`src/rtl/store_drain_unit.sv`:
```
// Drains committed stores from the store buffer head into the data-cache write port; 4 cycles min per store.
// Holds dc_req_* stable while dc_req_ready is low; the head is popped only after dc_wr_done.
module store_drain_unit #(
  parameter int ENTRY_COUNT = 4,
  parameter int HIGH_WATER  = 3,
  localparam int CW = $clog2(ENTRY_COUNT + 1)
) (
  input  logic          clock,
  input  logic          reset,
  input  logic          sb_deq_valid,
  input  logic [31:0]   sb_deq_addr,
  input  logic [31:0]   sb_deq_data,
  input  logic [CW-1:0] sb_count,
  output logic          sb_deq_req,
  output logic          dc_req_valid,
  input  logic          dc_req_ready,
  output logic [31:0]   dc_req_addr,
  output logic [31:0]   dc_req_data,
  input  logic          dc_wr_done,
  input  logic          load_busy,
  input  logic          fence_req,
  output logic          fence_done,
  input  logic          flush,
  output logic          busy,
  output logic [31:0]   drained_cnt
);

  typedef enum logic [2:0] {
    S_IDLE,
    S_REQ,
    S_WAIT,
    S_POP,
    S_ABORT
  } state_t;

  typedef struct packed {
    logic [31:0] addr;
    logic [31:0] data;
  } st_entry_t;

  localparam logic [CW-1:0] HW_LVL = CW'(HIGH_WATER);

  state_t    state, state_nxt;
  st_entry_t req_q;
  logic      start;
  logic      latch_en;
  logic      cnt_inc;

  // Loads keep the port unless the buffer is nearly full or a fence needs it empty.
  assign start = sb_deq_valid && !flush &&
                 (!load_busy || (sb_count >= HW_LVL) || fence_req);

  always_ff @(posedge clock or posedge reset) begin
    if (reset) begin
      state       <= S_IDLE;
      req_q       <= '0;
      drained_cnt <= '0;
    end else begin
      state <= state_nxt;
      if (latch_en) begin
        req_q <= '{addr: sb_deq_addr, data: sb_deq_data};
      end
      if (cnt_inc) begin
        drained_cnt <= drained_cnt + 32'd1;
      end
    end
  end

  always_comb begin
    state_nxt    = state;
    latch_en     = 1'b0;
    cnt_inc      = 1'b0;
    sb_deq_req   = 1'b0;
    dc_req_valid = 1'b0;
    case (state)
      S_IDLE: begin
        if (start) begin
          latch_en  = 1'b1;
          state_nxt = S_REQ;
        end
      end
      S_REQ: begin
        // Valid is masked by flush so a same-cycle ready cannot complete a handshake.
        dc_req_valid = !flush;
        if (flush) begin
          state_nxt = S_IDLE;
        end else if (dc_req_ready) begin
          state_nxt = S_WAIT;
        end
      end
      S_WAIT: begin
        if (dc_wr_done) begin
          state_nxt = flush ? S_IDLE : S_POP;
        end else if (flush) begin
          state_nxt = S_ABORT;
        end
      end
      S_POP: begin
        sb_deq_req = !flush;
        cnt_inc    = !flush;
        state_nxt  = S_IDLE;
      end
      S_ABORT: begin
        // The accepted write must still complete before the port is reused.
        if (dc_wr_done) begin
          state_nxt = S_IDLE;
        end
      end
      default: state_nxt = S_IDLE;
    endcase
  end

  assign dc_req_addr = req_q.addr;
  assign dc_req_data = req_q.data;
  assign busy        = (state != S_IDLE);
  assign fence_done  = fence_req && (state == S_IDLE) && (sb_count == '0);

endmodule

```
`config.mk`:
```
export PLATFORM = sky130hd
export DESIGN_NAME = store_drain_unit
export DESIGN_NICKNAME = d
export VERILOG_FILES = /design/src/rtl/store_drain_unit.sv
export SDC_FILE = /design/constraint.sdc
export NUM_CORES = 1
export LEC_CHECK = 0
export ABC_AREA = 1
export CAP_MARGIN = 20
export CELL_PAD_IN_SITES_DETAIL_PLACEMENT = 0
export CELL_PAD_IN_SITES_GLOBAL_PLACEMENT = 1
export CORE_MARGIN = 5
export CORE_UTILIZATION = 30
export DETAILED_ROUTE_END_ITERATION = 8
export PLACE_DENSITY_LB_ADDON = 0.1
export SYNTH_ARGS = -nofsm -noshare
export SYNTH_HDL_FRONTEND = slang
export SYNTH_SLANG_ARGS = --single-unit
export TNS_END_PERCENT = 20
```
`constraint.sdc`:
```
create_clock -name clock -period 5.7 [get_ports clock]
set_input_delay 1.14 -clock clock [delete_from_list [all_inputs] [get_ports clock]]
set_output_delay 1.14 -clock clock [all_outputs]
set_load 0.05 [all_outputs]
```
Yosys cells after proc, flatten, opt, wreduce, memory -nomap -nowiden

Cells that the tools add are included.
W data, S select, Z words.

Flip-flop bits (word level): 99
Input port bits: 75
Output and inout bits: 100
Logic and storage cells: 38

Add/subtract/negate cells: 1
Magnitude comparators: 1
Equality and inequality tests: 8
Multiplexer cells: 12
Reductions and logical operators: 12

Operators by type and width:

| operator                | number |
|---|---|
| $add A32 B1 Y32 const B | 1 |
| $mux W3                 | 6 |
| $pmux W3 S4             | 1 |
| $eq A3 B2 Y1 const B    | 2 |
| $logic_not A3 Y1        | 2 |
| $ne A3 B3 Y1 const B    | 2 |
| $logic_and A1 B1 Y1     | 4 |
| $mux W1                 | 4 |
| $ne A2 B2 Y1 const B    | 2 |
| $reduce_and A4 Y1       | 1 |
| $eq A3 B1 Y1 const B    | 1 |
| $eq A3 B3 Y1 const B    | 1 |
| $ge A3 B2 Y1 const B    | 1 |
| $reduce_bool A3 Y1      | 1 |
| $logic_not A1 Y1        | 2 |
| $logic_or A1 B1 Y1      | 2 |
| $mux W2                 | 1 |

Longest topological paths before layout

Depth in word-level cells: 6
Gate-level depth with buffers: 9
Depth with buffers taken out: 9

Worst setup path before layout

OpenSTA, ideal clock, no wires.

Path kind: in2out
Start: input sb_count[0]
End: output fence_done
Data arrival time: 2,707 ps
Required time: 4,560 ps
Slack: 1,853 ps
Cell stages on the path: 3
Buffers on the path: 0
Path through: inv_1 > nand2_1 > nor4_1

Longest elaborated chain between the ends: 2

Ends and longest elaborated chain:

| element             | line | RTL |
|---|---|---|
| from (decl)         | 13   | `input logic [CW-1:0] sb_count,` |
| $logic_not A3 Y1    | 116  | `assign fence_done = fence_req && (state == S_IDLE) && (sb_count == '0);` |
| $logic_and A1 B1 Y1 | 116  |  |
| to (decl)           | 22   | `output logic fence_done,` |

Every way passes these cells.

Final worst setup path

Start: input flush
End: output dc_req_valid

Longest elaborated chain between the ends: 2

Ends and longest elaborated chain:

| element          | line | RTL |
|---|---|---|
| from (decl)      | 23   | `input logic flush,` |
| $logic_not A1 Y1 | 84   | `dc_req_valid = !flush;` |
| $mux W1          | 75   | `case (state)` |
| to (decl)        | 15   | `output logic dc_req_valid,` |

Every way passes these cells.

==> qor.txt <==
CP max stage cell = clkdlybuf4s50_1
drt pass-1 iters = 4
DR vias = 3930
Yosys reg bits = 99
Post-synth EDFFs = 0
initial antenna violation count = 0
Syn Area/Cell = 8.436 sq um
CP Class = input pin to output port
Worst Tran Pin Value = 0.7238 ns
Slew headroom = 0.5175
Post-synth top cells = nand2_1 (148), inv_1 (102), dfrtp_1 (99), o21ai_1 (64), nand4_1 (22)
min-delay worst type = flop to flop
Final min period = 3.933 ns
net count after synthesis = 616
dpl cells = 888
Worst EP required = 4.56 ns
top-count cell post-synth = nand2_1
Clock Latency Late Sink = 0.34 ns
clock share of power = 0.175
CTS Hold Bufs = 0
Post-Route Skew = 0.005927 ns
sw frac = 0.4679
Pwr Density = 524.8 mW/mm^2
Core ar. = 0.01503 sq mm
Die Y = 133.2 microns
Post-Syn Area = 0.004556 sq mm
DRT antenna net count = 0
final net count = 787
Setup-failing EPs final = 0
Synth Instances = 540
final hold violations = 0
post-synthesis sequential area ratio = 0.5438
antenna cells = 0
CP Cell Sequence = clkdlybuf4s50_1 -> nor2_1 -> nand3_1 -> inv_1 -> clkdlybuf4s50_1
outcome = completed
Die W = 133.2 microns
period utilization = 0.6900
# clock sinks = 99
Area contributors post-synth = dfrtp_1 (54%), nand2_1 (12%), inv_1 (8.4%)
Critical Path Fanout Max = 3
Seq pwr share = 0.308
Peak VDD IR = 0.0002443 V
Max Clk Rate = 254.2 MHz
Critical Path Sink Type = output port
Clock Pin Slew Worst Setup and Hold Paths = 0.07 ns
top-area cell type share of the netlist area = 0.5438
area of the multi-input gates = 0.001607 sq mm
gr usage total = 0.1422
largest area contributor in the netlist = dfrtp_1
post-CTS sizing = 0
vias per cell = 4.347
Finished Layout Cells = 904
Post-synth ARST share = 1.000
FF/Latch Area = 0.002477 sq mm
RSZ-0062 raised after global routing = false
fillers = 1506
# rows = 45
H-tree levels = 3
CP startpoint kind = input pin
routed len/inst = 13.60 microns
largest net degree at the start of global routing = 70
Psw = 0.001663 W
Pint = 0.001891 W
Area Overhead vs Synth = 48.67%
clk root buf = clkbuf_16
yosys warns = 0
global-route wire length before repair = 20210 microns
Worst path max stage delay = 0.79 ns
post-route setup TNS = 0 ns
Max clock buf depth = 2
leading register cell type out of synthesis = dfrtp_1
vias in the first global route = 3988
most used cell, CP = clkdlybuf4s50_1
Remaining DRCs = 0
Synth cell types = 27
drt total wl = 12300 microns
hpwl dp = 9310 microns
combinational share of power = 0.516
Die ar. = 0.01775 sq mm
gp weighted congestion = 0.7948
layout cells sized above 1 = 0.06145
GRT overflow = 0
Initial Util = 0.3030
CTS tree = done
Starting DRT DRC Count = 148
leak pwr = 3.238 nW
postcts setup bufs = 0
WP data arrival = 2.79 ns
Max Slew Vio Count = 0
IO Count = 175
Inserted Clock Buffers = 9
total of max-cap violations = 0
Buffers on Ports = 174
## stage by stage
stage                     power, W  worst slack [ns]  utilization  cell area, sq um  hold WS, ns
after global placement    0.002951             1.775       0.4303              6469       0.4698
final                     0.003554             1.767       0.4505              6773       0.4897
after detailed placement  0.002965             1.758       0.4303              6469       0.4779
after floorplan           0.002285             1.853            -              4556       0.5762
after CTS                 0.003612             1.754       0.4505              6773       0.4942
after global routing      0.003761             1.695       0.4505              6773       0.5185
## critical path, delay by kind of cell
| family | cells | cell delay (ns) |
|---|---|---|
| AND/OR/NAND/NOR | 2 | 0.33 |
| buffers and inverters | 3 | 1.31 |
## routing by layer
layer	vias up	global-route usage	routed length, microns
met5	-	0	0
met4	0	0.05486	272
met3	18	0.06911	1251
met2	108	0.2334	5911
met1	1792	0.1600	4862
li1	2012	-	-
## flip-flops by register name, summed over array words and instances (netlist names)
name         cells
state            3
drained_cnt     32
dc_req_addr     32
dc_req_data     32
## area by class of cell
cell class / count / area share
repair buffers: 176 / 0.2594
clock inverters: 6 / 0.009606
flip-flops and latches: 99 / 0.3658
clock buffers: 10 / 0.03529
multi-input cells: 321 / 0.2372
well taps: 188 / 0.03473
inverters: 104 / 0.05801
## logic make-up (layout without fill, tap and decap cells)
logic type / count (synthesis) / count (layout) / share of synthesized area
simple gates: 240 / 240 / 0.2477
buf+inv: 120 / 296 / 0.1063
flops: 99 / 99 / 0.5438
compound gates: 66 / 66 / 0.07251
xor+xnor: 14 / 14 / 0.02692
fa+ha+maj: 1 / 1 / 0.002746
## path summary, 6_finish.rpt
check,startpoint,endpoint,slack (ns),cells after the start
max in group asynchronous,reset,dc_req_data[16]$_DFFE_PP0P_,3.37,3
setup / recovery,flush,dc_req_valid,1.77,5
min in group asynchronous,reset,dc_req_addr[31]$_DFFE_PP0P_,1.27,2
hold reg to reg,dc_req_data[20]$_DFFE_PP0P_,dc_req_data[20]$_DFFE_PP0P_,0.49,2
hold / removal,dc_req_data[20]$_DFFE_PP0P_,dc_req_data[20]$_DFFE_PP0P_,0.49,2
setup reg to reg,state[0]$_DFFE_PP0P_,dc_req_addr[5]$_DFFE_PP0P_,3.46,7
## layout by cell type, fill, tap and decap left out, drive strengths merged
cell / instances
ha: 1
bufinv: 1
nor4: 1
xor2: 8
clkinvlp: 1
nand2: 152
a21oi: 1
o21ai: 65
clkdlybuf4s50: 174
inv: 104
buf: 2
nand4: 22
nor2: 31
clkbuf: 10
dfrtp: 99
nor3: 5
nand3b: 3
clkinv: 4
xnor2: 6
nand3: 26
## power groups by stage
stage	clock, W	sequential, W	combinational, W
finish	0.000624	0.00110	0.00183
global route	0.000678	0.00113	0.00195
CTS	0.000648	0.00110	0.00186
floorplan	0	0.00194	0.000342
global placement	0	0.00110	0.00186
detailed placement	0	0.00111	0.00186
No activity file was read; power rests on OpenSTA's default activity.
